File: config.mk
export PLATFORM = sky130hd
export DESIGN_NAME = lane_tx_scheduler
export DESIGN_NICKNAME = d
export VERILOG_FILES = /design/src/rtl/lane_tx_scheduler.sv
export SDC_FILE = /design/constraint.sdc
export NUM_CORES = 1
export LEC_CHECK = 0
export ABC_AREA = 1
export BUFFER_PORTS_ARGS = -buffer_cell sky130_fd_sc_hd__buf_4
export CORE_MARGIN = 4
export CORE_UTILIZATION = 50
export DETAILED_ROUTE_END_ITERATION = 10
export GPL_TIMING_DRIVEN = 0
export MAX_ROUTING_LAYER = met4
export PLACE_DENSITY = 0.72
export SYNTH_ARGS = -nofsm -noshare
export SYNTH_HDL_FRONTEND = slang
export SYNTH_SLANG_ARGS = --single-unit
File: constraint.sdc
create_clock -name clk -period 1.6 [get_ports clk]
set_input_delay 0.16 -clock clk [delete_from_list [all_inputs] [get_ports clk]]
set_output_delay 0.16 -clock clk [all_outputs]
set_load 0.02 [all_outputs]
File: src/rtl/lane_tx_scheduler.sv
// Transmit-slot scheduler for the two-lane distributer: arbitrates ordered-set
// bursts against group-aligned transport runs and registers the receive controls.
module lane_tx_scheduler #(
    parameter int OS_LEN = 4,
    parameter int TL_MAX = 16
) (
    input  logic       clk,
    input  logic       rst,
    input  logic       link_en,
    input  logic       os_req,
    input  logic [2:0] os_sel,
    output logic       os_ack,
    input  logic       tl_req,
    output logic       tl_grant,
    output logic [3:0] d_sel,
    output logic       enable_t,
    input  logic       rx_en,
    input  logic       rx_tl,
    output logic       enable_r,
    output logic       data_os,
    output logic       busy
);

    localparam int TL_CW = (TL_MAX > 2) ? $clog2(TL_MAX) : 1;
    localparam logic [3:0]       OS_LAST  = 4'(OS_LEN - 1);
    localparam logic [TL_CW-1:0] TL_LAST  = TL_CW'(TL_MAX - 1);
    localparam logic [TL_CW-1:0] TL_ONE   = TL_CW'(1);
    localparam logic [3:0]       SEL_TL   = 4'h8;
    localparam logic [3:0]       SEL_IDLE = 4'hF;

    typedef enum logic [1:0] {
        ST_IDLE = 2'd0,
        ST_OS   = 2'd1,
        ST_TL   = 2'd2
    } state_t;

    state_t           state_r, state_s;
    logic [3:0]       os_cnt_r, os_cnt_s;
    logic [2:0]       os_sel_r, os_sel_s;
    logic [1:0]       grp_r, grp_s;
    logic [TL_CW-1:0] tl_cnt_r, tl_cnt_s;
    logic             os_last_s;
    logic             new_os_s;
    logic [3:0]       d_sel_s;
    logic             os_ack_s;
    logic             tl_grant_s;
    logic             busy_s;

    // Next-state arbitration; ordered sets win ties, transport only yields at group ends
    always_comb begin
        state_s   = state_r;
        os_last_s = (os_cnt_r == OS_LAST);
        if (!link_en) begin
            state_s = ST_IDLE;
        end else begin
            case (state_r)
                ST_IDLE: begin
                    if (os_req) begin
                        state_s = ST_OS;
                    end else if (tl_req) begin
                        state_s = ST_TL;
                    end else begin
                        state_s = ST_IDLE;
                    end
                end
                ST_OS: begin
                    if (!os_last_s) begin
                        state_s = ST_OS;
                    end else if (os_req) begin
                        state_s = ST_OS;
                    end else if (tl_req) begin
                        state_s = ST_TL;
                    end else begin
                        state_s = ST_IDLE;
                    end
                end
                ST_TL: begin
                    if (grp_r != 2'd3) begin
                        state_s = ST_TL;
                    end else if (os_req && ((tl_cnt_r == TL_LAST) || !tl_req)) begin
                        state_s = ST_OS;
                    end else if (!tl_req) begin
                        state_s = ST_IDLE;
                    end else begin
                        state_s = ST_TL;
                    end
                end
                default: begin
                    state_s = ST_IDLE;
                end
            endcase
        end
    end

    // Counter and output decode for the cycle being entered
    always_comb begin
        new_os_s = (state_s == ST_OS) && ((state_r != ST_OS) || os_last_s);
        os_cnt_s = 4'd0;
        os_sel_s = os_sel_r;
        grp_s    = 2'd0;
        tl_cnt_s = '0;
        if (state_s == ST_OS) begin
            if (new_os_s) begin
                os_cnt_s = 4'd0;
                os_sel_s = os_sel;
            end else begin
                os_cnt_s = os_cnt_r + 4'd1;
            end
        end else begin
            os_cnt_s = 4'd0;
        end
        // Run length saturates; it only matters once it reaches TL_MAX
        if ((state_s == ST_TL) && (state_r == ST_TL)) begin
            grp_s    = grp_r + 2'd1;
            tl_cnt_s = (tl_cnt_r == TL_LAST) ? tl_cnt_r : (tl_cnt_r + TL_ONE);
        end else begin
            grp_s    = 2'd0;
            tl_cnt_s = '0;
        end
        case (state_s)
            ST_OS:   d_sel_s = {1'b0, os_sel_s};
            ST_TL:   d_sel_s = SEL_TL;
            default: d_sel_s = SEL_IDLE;
        endcase
        os_ack_s   = (state_s == ST_OS) && (os_cnt_s == OS_LAST);
        tl_grant_s = (state_s == ST_TL);
        busy_s     = (state_s != ST_IDLE);
    end

    // State and counter registers
    always_ff @(posedge clk or posedge rst) begin
        if (rst) begin
            state_r  <= ST_IDLE;
            os_cnt_r <= 4'd0;
            os_sel_r <= 3'd0;
            grp_r    <= 2'd0;
            tl_cnt_r <= '0;
        end else begin
            state_r  <= state_s;
            os_cnt_r <= os_cnt_s;
            os_sel_r <= os_sel_s;
            grp_r    <= grp_s;
            tl_cnt_r <= tl_cnt_s;
        end
    end

    // Registered transmit and receive outputs
    always_ff @(posedge clk or posedge rst) begin
        if (rst) begin
            d_sel    <= SEL_IDLE;
            os_ack   <= 1'b0;
            tl_grant <= 1'b0;
            busy     <= 1'b0;
            enable_t <= 1'b0;
            enable_r <= 1'b0;
            data_os  <= 1'b0;
        end else begin
            d_sel    <= d_sel_s;
            os_ack   <= os_ack_s;
            tl_grant <= tl_grant_s;
            busy     <= busy_s;
            enable_t <= link_en;
            enable_r <= rx_en;
            data_os  <= rx_en & rx_tl;
        end
    end

endmodule

==> results of run 1 <==
[cells by family (layout without fill, tap and decap cells)]
group / count (synthesis) / in the layout
and+or+nand+nor: 55 / 55
DFF: 25 / 25
buffers and inverters: 20 / 47
AOI/OAI and AO/OA: 7 / 7
adders and majority gates: 3 / 3
xor gates and xnor gates: 3 / 3
muxes: 1 / 1
[power by group]
part	total (uW)	switching, uW	internal [uW]
Combinational	220	128	91.4
Sequential	697	14.7	682
Clock	289	194	95.5
[layer usage]
metal / wire length [um] / track usage, % / part of all wire (%)
met1: 809 / 15.4 / 40
met4: 50 / 7.46 / 2.5
met2: 1050 / 25.4 / 52
met5: 0 / - / 0
met3: 91 / 3.45 / 4.6
[cell usage in the layout (no fill, tap or decap), types with 2 or more instances in the layout]
cell type,instances
xnor2_1,2
inv_2,2
nor2_1,3
dlygate4sd3_1,2
a21oi_1,3
nand2_4,2
nand2_2,6
nand4_1,3
dfstp_2,4
clkbuf_4,3
nand3_2,3
and2_1,3
ha_1,3
inv_1,16
buf_4,21
nand2_1,16
dfrtp_1,21
nand3_1,7
nor2_2,7
[repair_timing]
| action | in CTS | in global routing |
|---|---|---|
| setup endpoints to repair | 0 | 7 |
| resized for setup | 0 | 0 |
| endpoints found under the hold margin | 2 | 0 |
| hold buffers | 2 | 0 |
| setup buffers | 0 | 2 |
[worst reg2reg max path, stage by stage (launching register included)]
cell	delay [ps]
dfrtp_1	420
ha_1	240
nand3_2	110
nand2_2	80
nand2_1	80
o21ai_2	70
a21oi_2	220
nand2_4	120
nor2_2	100
[worst paths after layout]
kind / to / cells past startpoint
hold reg to reg: grp_r[0]$_DFF_PP0_ / 1
setup / recovery: grp_r[0]$_DFF_PP0_ / 8
setup reg to reg: grp_r[0]$_DFF_PP0_ / 8
hold / removal: data_os$_DFF_PP0_ / 3
max in group asynchronous: state_r[0]$_DFF_PP0_ / 2
min in group asynchronous: enable_r$_DFF_PP0_ / 2
[stage by stage]
stage	setup TNS [ps]	utilization [%]	instance area [um^2]
finish	0	63.8	1430
global route	-63.2	63.8	1430
CTS	0	63.1	1410
detailed placement	0	60.9	1360
global placement	0	60.9	1360
floorplan	0	-	1180
[layout make-up]
cell class,instances,area [um^2],area share [%]
Buffer,1,20.0,1.40
Clock buffer,3,22.5,1.58
Clock inverter,1,7.51,0.527
Inverter,19,73.8,5.18
Multi-Input combinational cell,69,458,32.1
Sequential cell,25,631,44.2
Tap cell,28,35.0,2.46
Timing Repair Buffer,23,178,12.5
[registers in the layout (all words and copies together) (netlist names), 2 cells and up]
register,flops
os_cnt_r,4
grp_r,2
state_r,2
os_sel_r,3
d_sel,4
tl_cnt_r,4
==> results.ini, run 1 <==
[placed_design]
hpwl_um = 1470
dp_cells = 161
port_buffers = 19
gp_congestion = 0.814
dp_slack_ps = 139

[global_route]
grt_pass1_vias = 841
track_usage_pct = 14.7
grt_max_degree = 26
grt_pass1_wl_um = 3490
grt_antenna_before_repair = 0
grt_overflow = 0

[synthesis]
ys_ff_latch = 25
synthSimpleGateAreaFrac_pct = 27.8
syn_avg_cell_area_um2 = 10.4
synth-main-ff-cell = dfrtp_1
synth_area_leaders = dfrtp_1 (44%), dfstp_2 (8.9%), inv_1 (5.1%)
muxShareOfSynthArea_pct = 0.952
yosysUniqueCellTypes = 29
synth_compound_area_share_pct = 4.55
yosysWarningCount = 0
synth_xor_area_share_pct = 2.22
netlist_instances = 114
ys_top_cells_by_count = dfrtp_1 (21), inv_1 (16), nand2_1 (16)
yosys.area_share.adder_pct = 3.17
synth.most_common_cell = dfrtp_1
synth_edf_count = 0
synth.top_cell.area_share_pct = 44.4
yosys.area.top_type = dfrtp_1
synth_area_um2 = 1180
synth_top_family_by_area = simple AND/OR/NAND/NOR gates
synth-async-reset-ratio_pct = 100
syn_nets = 127
yosysSeqAreaShare_pct = 53.3

[sta]
slew_headroom_pct = 39.9
slew_viol_final = 0
holdWs_ps = 14.0
finalHoldViolCount = 0
fmax_mhz = 663
fin_ws_ps = 90.8
min_period_ps = 1510
finalCritPeriodShare_pct = 94.3
finalSetupViolCount = 0
worst-slew-pin-transition_ps = 901
fin_skew_ps = 3.07

[route]
post_drt_wl_per_cell_um = 11.8
drtPass1Iterations = 4
drt_wl_total_um = 2000
drc = 0
dr_total_vias = 844
via_per_inst = 4.99
drtIter0Drc = 10
ant_nets = 0

[run]
maxCapViolCount = 0

[clock_tree]
h-tree-depth = 1
insertion_delay_ps = 320
cts_root_buf = clkbuf_4
cts_tree = yes
cts_buffers = 3
max-clock-path-buffers = 2
cts_sinks = 25
clkSlewWorstSetupHoldPaths_ps = 140

[floorplanning]
dieArea_um2 = 3210
num_rows = 17
die_h_um = 56.6
initial_core_util_pct = 52.9
core_um2 = 2230
ios = 20
fp.dieW_um = 56.6

[setup_path]
worstSetupStartpoint = tl_cnt_r[0]$_DFFE_PP0P_
r2r_start = tl_cnt_r[0]$_DFFE_PP0P_
slowest_delay_ps = 420
required_ps = 1860
r2r_setup_slack_ps = 90
critPathMaxFanout = 6
cp_slowest_cell = dfrtp_1
path_delay_family = simple AND/OR/NAND/NOR gates
cp_num_buf_inv = 0
crit_type = flip-flop to flip-flop
path_cells = ha_1 -> nand3_2 -> nand2_2 -> nand2_1 -> o21ai_2 -> a21oi_2 -> nand2_4 -> nor2_2
cp-end-kind = flip-flop
startpoint_type = flip-flop
critPathArrivalTime_ps = 1770

[layout]
diodes = 0
finalNetCount = 155
drive_above_1_share_pct = 41.8
final_cells = 169
fillCellCount = 211
syn_to_final_growth_pct = 20.5

[pwr]
leakage_uw = 0.000738
power.total_uw = 1210
ir_drop_mv = 0.594
power_density_nw_per_um2 = 846

[outcome]
status = finished clean

[min_path]
hold_path_class = input pin to flip-flop
hp-start = rx_tl

(Power assumes the default switching activity.)
==> inputs of run 2 (changes only) <==
--- a/config.mk
+++ b/config.mk
@@ -5,14 +5,12 @@
 export SDC_FILE = /design/constraint.sdc
 export NUM_CORES = 1
 export LEC_CHECK = 0
-export ABC_AREA = 1
 export BUFFER_PORTS_ARGS = -buffer_cell sky130_fd_sc_hd__buf_4
-export CORE_MARGIN = 4
 export CORE_UTILIZATION = 50
 export DETAILED_ROUTE_END_ITERATION = 10
 export GPL_TIMING_DRIVEN = 0
 export MAX_ROUTING_LAYER = met4
-export PLACE_DENSITY = 0.72
+export PLACE_DENSITY = 0.73
 export SYNTH_ARGS = -nofsm -noshare
 export SYNTH_HDL_FRONTEND = slang
 export SYNTH_SLANG_ARGS = --single-unit
==> run 2 against run 1 <==
Compared with the run above:
- first-iteration DRC count decreased by 30%
- fmax decreased by 14%
- cell count decreased by 11%
- count of clock-buffer cells in the layout unchanged
- critical path depth decreased by 3
- clock skew about the same
- via count decreased by 11%
- die area decreased by 27%
- the run now ends with negative setup slack left
- critical path type unchanged
- register-to-register slack got worse by 250 ps
==> results.ini, run 2 <==
[outcome]
status = complete, but fails checks
violations = negative setup slack

[sta]
finalSetupTns_ps = -540  ; -540 ps
fin_ws_ps = -158  ; -249 ps
fmax_mhz = 569  ; -14%
holdWs_ps = 22.4  ; +8.38 ps
finalCritPeriodShare_pct = 110  ; +16 points
finalSetupViolCount = 5  ; +5
grt_setup_unrepaired = true
fin_skew_ps = 2.83  ; -0.232 ps
finalHoldViolCount = 0  ; unchanged
slew_viol_final = 0  ; unchanged
min_period_ps = 1760  ; +249 ps
worst-slew-pin-transition_ps = 909  ; +8.04 ps
slew_headroom_pct = 39.3  ; -0.54 points

[clock_tree]
cts_sinks = 25  ; unchanged
cts_tree = yes
cts_root_buf = clkbuf_4
cts_buffers = 3  ; unchanged
h-tree-depth = 1  ; unchanged
insertion_delay_ps = 320  ; about the same
max-clock-path-buffers = 2  ; unchanged
clkSlewWorstSetupHoldPaths_ps = 140  ; about the same

[synthesis]
ys_ff_latch = 25  ; unchanged
netlist_instances = 87  ; -24%
syn_nets = 100  ; -21%
synth-main-ff-cell = dfrtp_1
synth_area_um2 = 1080  ; -8.4%
synth.most_common_cell = dfrtp_1
synth.top_cell.area_share_pct = 48.5  ; +4.1 points
ys_top_cells_by_count = dfrtp_1 (21), nor2_1 (11), inv_1 (5)
synth-async-reset-ratio_pct = 100  ; unchanged
yosys.area.top_type = dfrtp_1
yosysSeqAreaShare_pct = 58.2  ; +4.9 points
yosysUniqueCellTypes = 30  ; +3.4%
synth_area_leaders = dfrtp_1 (48%), dfstp_2 (9.7%), nor2_1 (3.8%)
syn_avg_cell_area_um2 = 12.5  ; +20%
synth_edf_count = 0  ; unchanged
yosysWarningCount = 0  ; unchanged

[floorplanning]
dieArea_um2 = 2360  ; -27%
fp.dieW_um = 48.6  ; -14%
die_h_um = 48.6  ; -14%
num_rows = 16  ; -1
initial_core_util_pct = 54.1  ; +1.2 points
ios = 20  ; unchanged
core_um2 = 2000  ; -10%

[layout]
regArea_um2 = 631  ; unchanged
finalNetCount = 137  ; -12%
final_common_cell = buf_4
drive_above_1_share_pct = 45.5  ; +3.7 points
final_cell_mix = buf_4 (31), dfrtp_1 (21), nor2_1 (11), inv_1 (5)
syn_to_final_growth_pct = 33.6
diodes = 0  ; unchanged
fillCellCount = 150  ; -29%
multi_input_area_um2 = 482  ; +5.2%
fin_area_um2 = 1450  ; +1.6%
largestRegisters = d_sel (4), os_cnt_r (4), tl_cnt_r (4)

[global_route]
track_usage_pct = 18.1  ; +3.5 points
grt_max_degree = 26  ; unchanged
grt_pass1_vias = 726  ; -14%
grt_overflow = 0  ; unchanged
grt_pass1_wl_um = 3130  ; -10%
grt_antenna_before_repair = 0  ; unchanged

[pwr]
leakage_uw = 0.000703  ; -4.8%
ir_drop_mv = 0.641  ; +7.9%
power.total_uw = 1250  ; +3.4%
power_density_nw_per_um2 = 862  ; +1.8%

[setup_path]
slowest_delay_ps = 410  ; about the same
cp_slowest_cell = dfrtp_1
startpoint_type = flip-flop
cp-end-kind = flip-flop
critPathArrivalTime_ps = 1980  ; +210 ps
critPathMaxFanout = 3  ; -3
path_cells = ha_2 -> and3_4 -> o211a_4 -> o311ai_4 -> mux2_4
crit_type = flip-flop to flip-flop
required_ps = 1820  ; -40 ps

[route]
drtIter0Drc = 7  ; -3
via_per_inst = 5.02  ; +0.52%
ant_nets = 0  ; unchanged
drc = 0  ; unchanged
dr_total_vias = 753  ; -11%
post_drt_wl_per_cell_um = 13.0  ; +9.7%
drtPass1Iterations = 4  ; unchanged
drt_wl_total_um = 1950  ; -2.6%

[placed_design]
gp_congestion = 0.764  ; -6.2%
port_buffers = 19  ; unchanged
dp_slack_ps = -315  ; -455 ps
hpwl_um = 1290  ; -13%
place_area_um2 = 1270  ; -6.6%

[min_path]
hold_path_class = input pin to async pin

[run]
maxCapViolCount = 0  ; unchanged

run 2: timing repair:
action / 4_1_cts / 5_1_grt
gates resized for setup: 5 / 6
setup buffers: 6 / 6
hold buffers: 2 / 0
hold endpoints to repair: 2 / 0
cloned: 0 / 0
pin swaps: 7 / 10
endpoints found under the setup margin: 15 / 15
run 2: cell families (layout without fill, tap and decap cells):
family                   count (synthesis)  after routing  share of synthesized area [%]
AO/OA/AOI/OAI                           12             12                           10.4
buffers and inverters                    6             42                           2.77
XOR/XNOR                                 3              3                           2.43
flip-flops                              25             25                           58.2
multiplexers                             7              7                           6.81
adder cells (fa/ha/maj)                  3              3                           3.46
AND/OR/NAND/NOR                         31             31                           15.9
run 2: stage by stage:
step           cells  utilization [%]
2_1_floorplan     87                -
3_3_place_gp     133             63.4
3_5_place_dp     133             63.4
4_1_cts          144             68.6
5_1_grt          150             72.3
6_report         150             72.3
run 2: path summary, 6_finish.rpt:
| kind | endpoint | cells after the start | slack [ps] | startpoint |
|---|---|---|---|---|
| max | os_sel_r[1]$_DFF_PP0_ | 5 | -160 | tl_cnt_r[0]$_DFFE_PP0P_ |
| min | os_sel_r[0]$_DFF_PP0_ | 2 | 20 | rst |
| max reg2reg | os_sel_r[1]$_DFF_PP0_ | 5 | -160 | tl_cnt_r[0]$_DFFE_PP0P_ |
| min reg2reg | grp_r[0]$_DFF_PP0_ | 1 | 440 | grp_r[0]$_DFF_PP0_ |
| max in group asynchronous | tl_cnt_r[1]$_DFFE_PP0P_ | 2 | 1030 | rst |
| min in group clk | data_os$_DFF_PP0_ | 2 | 40 | rx_tl |
run 2: area by class of cell:
class	count	area share [%]
inverter	5	1.30
clock buffer	3	1.56
sequential	25	43.6
timing repair buffer	33	17.5
clock inverter	1	0.519
tap	27	2.33
multi-input combinational	56	33.3
run 2: per-layer routing:
| metal | GRT usage [%] | vias to the layer above | part of all wire (%) |
|---|---|---|---|
| met2 | 31.0 | 17 | 49 |
| met1 | 21.4 | 357 | 46 |
| li1 | - | 375 | - |
| met3 | 3.77 | 4 | 3.2 |
| met5 | - | - | 0 |
| met4 | 5.88 | 0 | 1.4 |
run 2: where the power goes:
part | total (uW) | switching (uW) | leakage [uW] | internal, uW
logic | 238 | 115 | 0.000371 | 123
clock network | 288 | 192 | 0.0000139 | 95.6
registers | 721 | 27.8 | 0.000318 | 694
run 2: worst max-delay path: cells and delay by family, from the launching register on:
family / cells / cell delay, ps
compound gates: 2 / 570
flops: 1 / 410
mux: 1 / 330
fa+ha+maj: 1 / 190
simple gates: 1 / 150
==> inputs of run 3 (changes only) <==
--- a/config.mk
+++ b/config.mk
@@ -11,6 +11,7 @@
 export GPL_TIMING_DRIVEN = 0
 export MAX_ROUTING_LAYER = met4
 export PLACE_DENSITY = 0.73
+export REMOVE_ABC_BUFFERS = 1
 export SYNTH_ARGS = -nofsm -noshare
 export SYNTH_HDL_FRONTEND = slang
 export SYNTH_SLANG_ARGS = --single-unit
==> run 3 against run 2 <==
Compared with the run above:
- the run still ends with negative setup slack left
- cell count is 0.67% lower
- total power is 1.4% lower
- setup slack better by 9.8 ps
- sequential share of layout area is 0.77 points higher
==> results.ini, run 3 (synthesized netlist as in run 2, its figures left out) <==
[floorplanning]
num_rows = 16  ; unchanged
core_um2 = 2000  ; unchanged
initial_core_util_pct = 54.1  ; unchanged
dieArea_um2 = 2360  ; unchanged
ios = 20  ; unchanged
fp.dieW_um = 48.6  ; unchanged
die_h_um = 48.6  ; unchanged

[global_route]
grt_max_degree = 26  ; unchanged
track_usage_pct = 18.1  ; -0.019 points
grt_pass1_vias = 788  ; +8.5%
grt_overflow = 0  ; unchanged
grt_pass1_wl_um = 3240  ; +3.5%
grt_antenna_before_repair = 0  ; unchanged

[sta]
worst-slew-pin-transition_ps = 898  ; -11.3 ps
min_period_ps = 1750  ; -9.81 ps
finalSetupTns_ps = -450  ; +90.0 ps
slew_viol_final = 0  ; unchanged
slew_headroom_pct = 40.1  ; +0.75 points
grt_setup_unrepaired = true
fin_ws_ps = -148  ; +9.81 ps
fin_skew_ps = 3.08  ; +0.248 ps
finalHoldViolCount = 0  ; unchanged
finalSetupViolCount = 5  ; unchanged
fmax_mhz = 572  ; +0.56%
finalCritPeriodShare_pct = 109  ; -0.61 points

[route]
drc = 0  ; unchanged
drtIter0Drc = 11  ; +4
post_drt_wl_per_cell_um = 12.6  ; -3.1%
drtPass1Iterations = 4  ; unchanged
ant_nets = 0  ; unchanged
dr_total_vias = 750  ; -0.40%
via_per_inst = 5.03  ; +0.27%
drt_wl_total_um = 1870  ; -3.7%

[clock_tree]
h-tree-depth = 1  ; unchanged
max-clock-path-buffers = 2  ; unchanged
cts_sinks = 25  ; unchanged
cts_buffers = 3  ; unchanged
cts_root_buf = clkbuf_4
cts_tree = yes
clkSlewWorstSetupHoldPaths_ps = 120  ; -20 ps
insertion_delay_ps = 300  ; -20 ps

[layout]
diodes = 0  ; unchanged
final_common_cell = buf_4
fin_area_um2 = 1420  ; -1.7%
fillCellCount = 153  ; +2.0%
drive_above_1_share_pct = 42.6  ; -2.9 points
largestRegisters = d_sel (4), os_cnt_r (4), tl_cnt_r (4)
final_cell_mix = buf_4 (31), dfrtp_1 (21), nor2_1 (11), inv_1 (5)
finalNetCount = 136  ; -0.73%
syn_to_final_growth_pct = 31.3

[placed_design]
dp_slack_ps = -340  ; -24.9 ps
gp_congestion = 0.759  ; -0.67%
port_buffers = 19  ; unchanged
place_area_um2 = 1250  ; -1.7%
hpwl_um = 1200  ; -6.4%

[setup_path]
r2r_setup_slack_ps = -150  ; about the same
cp-end-kind = flip-flop
critPathMaxFanout = 3  ; unchanged
required_ps = 1800  ; -20 ps
critPathArrivalTime_ps = 1950  ; -30 ps
crit_type = flip-flop to flip-flop
startpoint_type = flip-flop

[run]
maxCapViolCount = 0  ; unchanged

[outcome]
violations = negative setup slack
status = complete, but fails checks

[pwr]
power.total_uw = 1230  ; -1.4%
ir_drop_mv = 0.781  ; +22%
power_density_nw_per_um2 = 865  ; +0.32%
leakage_uw = 0.000698  ; -0.73%

[min_path]
hold_path_class = input pin to flip-flop

## run 3: changes by cell type in the layout (fill, tap and decap cells not counted), sizes merged
| cell | change |
|---|---|
| dlygate4sd3 | -1 |
| clkbuf | +1 |
| clkinvlp | -1 |
## run 3: per-stage QoR
stage          cells  utilization, %  hold WS, ps
6_report         149            71.1         20.2
5_1_grt          149            71.1         2.01
4_1_cts          145            68.8         16.5
3_5_place_dp     132            62.4          277
3_3_place_gp     132            62.4          275
2_1_floorplan     86               -          184
## run 3: final timing paths
| kind | startpoint | end | depth (start not counted) |
|---|---|---|---|
| worst max-delay path | tl_cnt_r[0]$_DFFE_PP0P_ | os_sel_r[1]$_DFF_PP0_ | 5 |
| worst min-delay path | link_en | enable_t$_DFF_PP0_ | 1 |
| worst max register to register | tl_cnt_r[0]$_DFFE_PP0P_ | os_sel_r[1]$_DFF_PP0_ | 5 |
| worst min register to register | grp_r[0]$_DFF_PP0_ | grp_r[0]$_DFF_PP0_ | 1 |
| max in group asynchronous | rst | os_cnt_r[2]$_DFF_PP0_ | 2 |
| min in group asynchronous | rst | os_sel_r[0]$_DFF_PP0_ | 2 |
## run 3: worst max-delay path, stage by stage, from the launching register on
cell and delay (ps):
dfrtp_1 420, ha_2 180, and3_4 150, o211a_4 230, o311ai_4 320, mux2_4 340
## run 3: cell type report
cell class / count / area [um^2] / share of cell area [%]
inverter: 5 / 18.8 / 1.32
tap: 27 / 33.8 / 2.37
multi-input combinational: 56 / 470 / 33.1
sequential: 25 / 631 / 44.3
timing repair buffer: 32 / 243 / 17.1
clock buffer: 4 / 26.3 / 1.85
## run 3: where the power goes
| group | internal, uW | leakage (uW) | switching [uW] |
|---|---|---|---|
| Clock | 97.2 | 0.0000150 | 168 |
| Combinational | 127 | 0.000365 | 116 |
| Sequential | 693 | 0.000318 | 28.0 |
| Total | 918 | 0.000698 | 312 |
## run 3: metal layers
| metal | global-route usage (%) | wire (um) |
|---|---|---|
| met4 | 1.47 | 8 |
| met5 | - | 0 |
| met2 | 31.7 | 922 |
| met1 | 22.0 | 884 |
| met3 | 4.72 | 58 |
## run 3: timing repair
action | 4_1_cts | 5_1_grt
endpoints found under the setup margin | 15 | 15
hold endpoints to repair | 1 | 0
resized for setup | 10 | 2
pin swaps | 5 | 2
buffers inserted | 8 | 4
hold buffers | 1 | 0
